`src/rtl/seq_alu.sv`:
```
// rtl/seq_alu.sv - multi-cycle ALU with valid/ready handshakes and iterative MUL/DIV
//
// Purpose: logic/arith/compare ops complete one cycle after acceptance. MUL/MULHU use radix-2
// shift-add and DIVU/REMU use restoring division. Both produce one bit per cycle and have a
// fixed latency of data_length+1.
// Ports:
//   clk, rst_n               clock, asynchronous active-low reset
//   in_valid/in_ready        request handshake (alu_operation, alu_in1, alu_in2)
//   out_valid/out_ready      result handshake (alu_result, zero, illegal_op)
module seq_alu #(
  parameter int data_length = 64,
  parameter int CNT_W       = $clog2(data_length) + 1
) (
  input  logic                   clk,
  input  logic                   rst_n,
  input  logic                   in_valid,
  output logic                   in_ready,
  input  logic [3:0]             alu_operation,
  input  logic [data_length-1:0] alu_in1,
  input  logic [data_length-1:0] alu_in2,
  output logic                   out_valid,
  input  logic                   out_ready,
  output logic [data_length-1:0] alu_result,
  output logic                   zero,
  output logic                   illegal_op
);

  localparam int W = data_length;

  localparam logic [3:0] OP_AND   = 4'b0000;
  localparam logic [3:0] OP_OR    = 4'b0001;
  localparam logic [3:0] OP_ADD   = 4'b0010;
  localparam logic [3:0] OP_SLTU  = 4'b0011;
  localparam logic [3:0] OP_XOR   = 4'b0100;
  localparam logic [3:0] OP_SUB   = 4'b0110;
  localparam logic [3:0] OP_SLT   = 4'b0111;
  localparam logic [3:0] OP_MUL   = 4'b1000;
  localparam logic [3:0] OP_MULHU = 4'b1001;
  localparam logic [3:0] OP_DIVU  = 4'b1010;
  localparam logic [3:0] OP_REMU  = 4'b1011;
  localparam logic [3:0] OP_NOR   = 4'b1100;

  typedef enum logic [1:0] {IDLE, BUSY, DONE} state_t;

  state_t           state_q, state_d;
  logic [CNT_W-1:0] cnt_q, cnt_d;
  logic [3:0]       op_q, op_d;
  logic [W-1:0]     b_q, b_d;           // multiplicand or divisor
  logic [2*W-1:0]   acc_q, acc_d;       // mul: {product_hi, multiplier}; div: {remainder, quotient}
  logic [W-1:0]     result_q, result_d;
  logic             zero_q, zero_d;
  logic             illegal_q, illegal_d;

  // Result of ops that finish at acceptance, including divide-by-zero.
  logic [W-1:0] quick_res;
  logic         quick_ill;

  always_comb begin
    quick_res = '0;
    quick_ill = 1'b0;
    case (alu_operation)
      OP_AND:   quick_res = alu_in1 & alu_in2;
      OP_OR:    quick_res = alu_in1 | alu_in2;
      OP_ADD:   quick_res = alu_in1 + alu_in2;
      OP_SUB:   quick_res = alu_in1 - alu_in2;
      OP_XOR:   quick_res = alu_in1 ^ alu_in2;
      OP_NOR:   quick_res = ~(alu_in1 | alu_in2);
      OP_SLT:   quick_res = {{(W-1){1'b0}}, ($signed(alu_in1) < $signed(alu_in2))};
      OP_SLTU:  quick_res = {{(W-1){1'b0}}, (alu_in1 < alu_in2)};
      OP_DIVU:  quick_res = '1;
      OP_REMU:  quick_res = alu_in1;
      OP_MUL, OP_MULHU: quick_res = '0;
      default:  quick_ill = 1'b1;
    endcase
  end

  // One iteration step of the multiplier and of the divider.
  logic [W:0]     mul_sum;
  logic [W:0]     rem_shift;
  logic [W:0]     trial;
  logic [2*W-1:0] acc_step;
  logic           is_div_q;

  assign is_div_q = (op_q == OP_DIVU) || (op_q == OP_REMU);

  always_comb begin
    mul_sum   = {1'b0, acc_q[2*W-1:W]} + {1'b0, (acc_q[0] ? b_q : {W{1'b0}})};
    rem_shift = {acc_q[2*W-1:W], acc_q[W-1]};
    trial     = rem_shift - {1'b0, b_q};
    if (is_div_q) begin
      // Non-negative trial means the divisor fits: keep difference, shift in quotient bit 1.
      if (!trial[W]) acc_step = {trial[W-1:0], acc_q[W-2:0], 1'b1};
      else           acc_step = {rem_shift[W-1:0], acc_q[W-2:0], 1'b0};
    end else begin
      acc_step = {mul_sum, acc_q[W-1:1]};
    end
  end

  always_comb begin
    state_d   = state_q;
    cnt_d     = cnt_q;
    op_d      = op_q;
    b_d       = b_q;
    acc_d     = acc_q;
    result_d  = result_q;
    illegal_d = illegal_q;
    case (state_q)
      IDLE: begin
        if (in_valid) begin
          op_d = alu_operation;
          b_d  = alu_in2;
          if ((alu_operation == OP_MUL) || (alu_operation == OP_MULHU) ||
              (((alu_operation == OP_DIVU) || (alu_operation == OP_REMU)) && (alu_in2 != '0))) begin
            acc_d   = {{W{1'b0}}, alu_in1};
            cnt_d   = CNT_W'(W);
            state_d = BUSY;
          end else begin
            result_d  = quick_res;
            illegal_d = quick_ill;
            state_d   = DONE;
          end
        end
      end
      BUSY: begin
        acc_d = acc_step;
        cnt_d = cnt_q - CNT_W'(1);
        // Last iteration registers the selected half directly from the stepped accumulator.
        if (cnt_q == CNT_W'(1)) begin
          illegal_d = 1'b0;
          state_d   = DONE;
          if ((op_q == OP_MULHU) || (op_q == OP_REMU)) result_d = acc_step[2*W-1:W];
          else                                         result_d = acc_step[W-1:0];
        end
      end
      DONE: begin
        if (out_ready) state_d = IDLE;
      end
      default: state_d = IDLE;
    endcase
    zero_d = (result_d == '0);
  end

  always_ff @(posedge clk or negedge rst_n) begin
    if (!rst_n) begin
      state_q   <= IDLE;
      cnt_q     <= '0;
      op_q      <= '0;
      b_q       <= '0;
      acc_q     <= '0;
      result_q  <= '0;
      zero_q    <= 1'b1;
      illegal_q <= 1'b0;
    end else begin
      state_q   <= state_d;
      cnt_q     <= cnt_d;
      op_q      <= op_d;
      b_q       <= b_d;
      acc_q     <= acc_d;
      result_q  <= result_d;
      zero_q    <= zero_d;
      illegal_q <= illegal_d;
    end
  end

  assign in_ready   = (state_q == IDLE);
  assign out_valid  = (state_q == DONE);
  assign alu_result = result_q;
  assign zero       = zero_q;
  assign illegal_op = illegal_q;

endmodule
```
`config.mk`:
```
export PLATFORM = sky130hd
export DESIGN_NAME = seq_alu
export DESIGN_NICKNAME = d
export VERILOG_FILES = /design/src/rtl/seq_alu.sv
export SDC_FILE = /design/constraint.sdc
export NUM_CORES = 2
export LEC_CHECK = 0
export ABC_AREA = 1
export BUFFER_PORTS_ARGS = -buffer_cell sky130_fd_sc_hd__buf_4
export CORE_UTILIZATION = 56
export CTS_CLUSTER_SIZE = 12
export DETAILED_ROUTE_END_ITERATION = 8
export PLACE_DENSITY = 0.77
export SLEW_MARGIN = 10
export SYNTH_ARGS = -nofsm -noshare
export SYNTH_HDL_FRONTEND = slang
export SYNTH_SLANG_ARGS = --single-unit
```
`constraint.sdc`:
```
create_clock -name clk -period 3.1 [get_ports clk]
set_clock_uncertainty 0.05 [all_clocks]
set_input_delay 0.465 -clock clk [delete_from_list [all_inputs] [get_ports clk]]
set_output_delay 0.465 -clock clk [all_outputs]
set_load 0.01 [all_outputs]
```
==> metrics, run 1 <==
Die X=277 µm; Most used DFF post-synth=dfrtp_1; sequential fraction of the synthesis area=16.0%; Post-synth EDFFs=0; Port Buf Inserts=203; number of global-route vias before repair=69,988; first-pass GRT wire length=409,000 µm; top cells by area, synth=nand2_1 (24%), dfrtp_1 (16%), inv_1 (13%); top-area cell type share of the netlist area=23.7%; HPWL Detailed=183,000 µm; cell taking the most area after synthesis=nand2_1; Synth Instances=7,837; Die Y=277 µm; TritonCTS Buffers=28; initial core utilization=56.7%; cell row count=100; syn nets=8,319; Syn. warnings=0; grt total ovfl=143; largest net degree at the start of global routing=129; Unique masters post-synth=55; Stop stage=5_1_grt; I/O pin total=204; H-tree depth=1; Placed Instance Area=0.0576 mm²; CTS sink count=271; total track usage=69.5%; RD Place Congestion=1.29; Cell Area, Synth=0.0424 mm²; CTS Root Buffer Type=clkbuf_16; run status=stopped before the end; CTS max path bufs=3; tool error=[ERROR GRT-0116] Global routing finished with congestion. Check the congestion regions in the DRC Viewer.; Async S/R FF share, synth=100%; Synth Area per Inst=5.41 µm²; Yosys reg bits=271
cells by family after synthesis:
| kind of cell | share of synthesized area [%] |
|---|---|
| XOR/XNOR | 0.806 |
| AO/OA/AOI/OAI | 16.6 |
| AND/OR/NAND/NOR | 40.7 |
| flip-flops | 16.0 |
| buffers and inverters | 15.6 |
| adder cells (fa/ha/maj) | 10.3 |
metrics by stage:
step	worst slack [ns]	std cells	util (%)
floorplan	0.0242	7837	-
global placement	-0.882	10484	77.1
detailed placement	-0.977	10484	77.1
CTS	-0.544	10589	81.5
per-layer routing:
layer / overflow / global-route usage, %
met1: 2 / 69.9
met2: 84 / 87.9
met3: 0 / 52.4
met4: 57 / 68.6
met5: 0 / 16.8
what timing repair did:
item                       4_1_cts
setup endpoints to repair      115
hold buffers                     1
buffers inserted                60
resized for setup              431
hold endpoints to repair        70
pin swaps                       84
gates cloned                     6
cells in the mapped netlist (10+ instances only):
| cell | n |
|---|---|
| o21ai_0 | 437 |
| ha_1 | 342 |
| o22ai_1 | 14 |
| nor2_1 | 717 |
| nor4_1 | 14 |
| a2111oi_0 | 49 |
| nand3b_1 | 19 |
| nand2_1 | 2678 |
| o21bai_1 | 38 |
| a21o_1 | 10 |
| nor3_1 | 64 |
| a32o_1 | 51 |
| buf_1 | 16 |
| clkbuf_1 | 185 |
| a21oi_1 | 499 |
| dfrtp_1 | 270 |
| inv_2 | 20 |
| nand3_1 | 610 |
| nand4_1 | 82 |
| o221ai_1 | 67 |
| inv_1 | 1459 |
| xnor2_1 | 12 |
| xor2_1 | 27 |
| buf_2 | 39 |
==> run 2: changes to the inputs <==
Settings changed: CORE_UTILIZATION 56 to 40, CTS_CLUSTER_SIZE 12 to not set, PLACE_DENSITY 0.77 to not set, PLACE_DENSITY_LB_ADDON set to 0.15.
Clock period 3.1 ns to 4.03 ns, I/O delays scaled along.
==> run 2 against run 1 <==
  * Synthesized cell count unchanged
  * Synthesized area did not move
  * The flow now finishes without violations
==> metrics, run 2 <==
DRT Wirelength=247,000 µm; crit path kind=reg2reg; top-area cell type share of the netlist area=23.7%; CTS max path bufs=3; Fin. Hold Viols=0; largest net degree at the start of global routing=146; startpoint types=register; nets@finish=9,449; Die X=327 µm; Die ar.=0.107 mm²; RR Startpoint=acc_q[0]$_DFFE_PN0P_; Syn. warnings=0; largest register by flop count=acc_q; r2r endpoint=zero$_DFF_PN1_; most frequent cells in the layout=nand2_1 (2,652), inv_1 (1,454), buf_4 (1,303); RD Place Congestion=1.16; R2R Setup Slk=0.12 ns; grt total ovfl=0; Worst Path Arrival=4.42 ns; Layout Utilization=53.0%; Worst Max-Slew Pin Slew=1.12 ns; Hold Path Stages=3; syn nets=8,319; Port Buf Inserts=203; first-pass GRT wire length=347,000 µm; Hold Path Class=in2reg; HPWL Detailed=205,000 µm; H-tree depth=1; Filler cells=11,352; Cell Area, Synth=0.0424 mm²; run status=completed; max reg flops=128; number of global-route vias before repair=53,750; Finished Cell Area=0.0557 mm²; initial core utilization=40.3%; I/O pin total=204; TNS Setup=0 ns; Crit Path Max Fanout=13; Synth Instances=7,837; cell row count=119; via count=57,288; drt drc=0; initial antenna violation count=6; Max Slew Vio Count=0; vias per inst=5.51; final setup violation count=0; period utilisation layout=97.1%; area grow syn2layout=31.4%; worst vdd ir=0.430 mV; sequential fraction of the synthesis area=16.0%; count leader, synth=nand2_1; total track usage=44.1%; Die Y=327 µm; Most used DFF post-synth=dfrtp_1; Rel. slew slack=23.5%; Pwr per Cell Area=503 mW/mm²; Async S/R FF share, synth=100%; Placed Instance Area=0.0536 mm²; Worst-path clk slew=0.07 ns; CTS sink count=271; Min Clock Period, post-route=3.91 ns; endpoint of the worst hold path=op_q[3]$_DFFE_PN0P_; Synth top cells by count=nand2_1 (2,678), inv_1 (1,459), nor2_1 (717); worst reg-to-reg path cell count=21; Antenna Nets Post-Route=0; CTS Root Buffer Type=clkbuf_16; f_max=0.256 GHz; Post-synth EDFFs=0; top cells by area, synth=nand2_1 (24%), dfrtp_1 (16%), inv_1 (13%); initial DRC count=6,957; WP data required=4.54 ns; Worst Setup End Kind=register; TritonCTS Buffers=31; Yosys reg bits=271; startpoint of the worst hold path=alu_operation[3]; first-pass detailed-route iteration total=8; Synth Area per Inst=5.41 µm²; CTS tree=done; share of cells above drive strength 1=18.2%; max-cap violations=0; routed len/inst=23.7 µm; Pleak=31.4 nW; cell taking the most area after synthesis=nand2_1; most common cell after layout, fill and taps aside=nand2_1; FF/Latch Area=0.00679 mm²; Unique masters post-synth=55; Skew-Pair Late Insertion Delay=0.64 ns; CORE AREA=0.105 mm²; Multi-input gate area=0.0299 mm²
[run 2: cell counts after synthesis]
Identical to the previous run, type by type.
[run 2: final cells by class]
type | count | area share, %
Timing Repair Buffer | 1346 | 19.1
Clock buffer | 38 | 1.53
Sequential cell | 271 | 12.2
Tap cell | 1391 | 3.13
Inverter | 1485 | 10.0
Clock inverter | 19 | 0.357
Multi-Input combinational cell | 5832 | 53.7
Antenna cell | 6 | 0.0270
[run 2: worst max-delay path by stage]
stage / to / start / depth (start not counted)
2_1_floorplan: zero$_DFF_PN1_ / acc_q[0]$_DFFE_PN0P_ / 28
3_3_place_gp: zero$_DFF_PN1_ / alu_in1[49] / 22
3_5_place_dp: zero$_DFF_PN1_ / alu_in1[0] / 27
4_1_cts: zero$_DFF_PN1_ / acc_q[0]$_DFFE_PN0P_ / 26
5_1_grt: zero$_DFF_PN1_ / acc_q[69]$_DFFE_PN0P_ / 23
6_report: zero$_DFF_PN1_ / acc_q[0]$_DFFE_PN0P_ / 21
[run 2: cells by family (layout without fill, tap and decap cells)]
| group | count (synthesis) | in the layout | share of synthesized area [%] |
|---|---|---|---|
| flip-flops | 271 | 271 | 16.0 |
| AO/OA/AOI/OAI | 1213 | 1213 | 16.6 |
| XOR/XNOR | 39 | 39 | 0.806 |
| buffers and inverters | 1736 | 2888 | 15.6 |
| other | 0 | 6 | 0 |
| AND/OR/NAND/NOR | 4232 | 4234 | 40.7 |
| adder cells (fa/ha/maj) | 346 | 346 | 10.3 |
[run 2: metal layers]
layer	vias up	wire length (µm)	track usage (%)
met5	-	45	0
met4	6	18700	27.9
met3	612	26200	9.60
met2	3135	104000	67.7
met1	26563	97300	55.7
li1	26972	-	-
[run 2: critical path, cell delays in order (launching register included)]
cell,delay [ns]
dfrtp_2,0.43
buf_6,0.18
buf_4,0.17
nand2_1,0.16
inv_1,0.07
ha_1,0.33
a21oi_1,0.28
o21a_1,0.19
o21ai_0,0.11
o21bai_1,0.25
a21oi_2,0.26
nand2_1,0.12
a21o_1,0.21
nand3_1,0.16
a21oi_1,0.15
nor2_1,0.17
nand2_1,0.07
nor2_1,0.12
nand2_1,0.09
nor2_1,0.10
nand2_1,0.07
nor2_2,0.07
[run 2: timing repair]
action                                  in CTS  in global routing
hold endpoints to repair                     8                  0
pin swaps                                    4                 36
setup buffers                                0                 12
endpoints found under the setup margin       1                  2
gates resized for setup                     19                194
hold buffers                                 1                  0
cloned                                       0                  4
[run 2: power breakdown]
group | internal [mW] | switching, mW | total, mW
combinational | 7.22 | 12.7 | 20.0
clock | 1.70 | 1.41 | 3.11
sequential | 3.73 | 1.21 | 4.94
[run 2: through the flow]
step,total power [mW],hold WS (ns),instances,setup WS [ns]
2_1_floorplan,15.0,0.259,7837,0.800
3_5_place_dp,23.4,0.426,10309,-0.585
6_report,28.0,0.203,10388,0.118
5_1_grt,29.6,0.233,10382,-0.0198
4_1_cts,26.6,0.190,10366,0.00148
3_3_place_gp,23.2,0.421,10309,-0.609
Power figures use the tool's default switching activity.
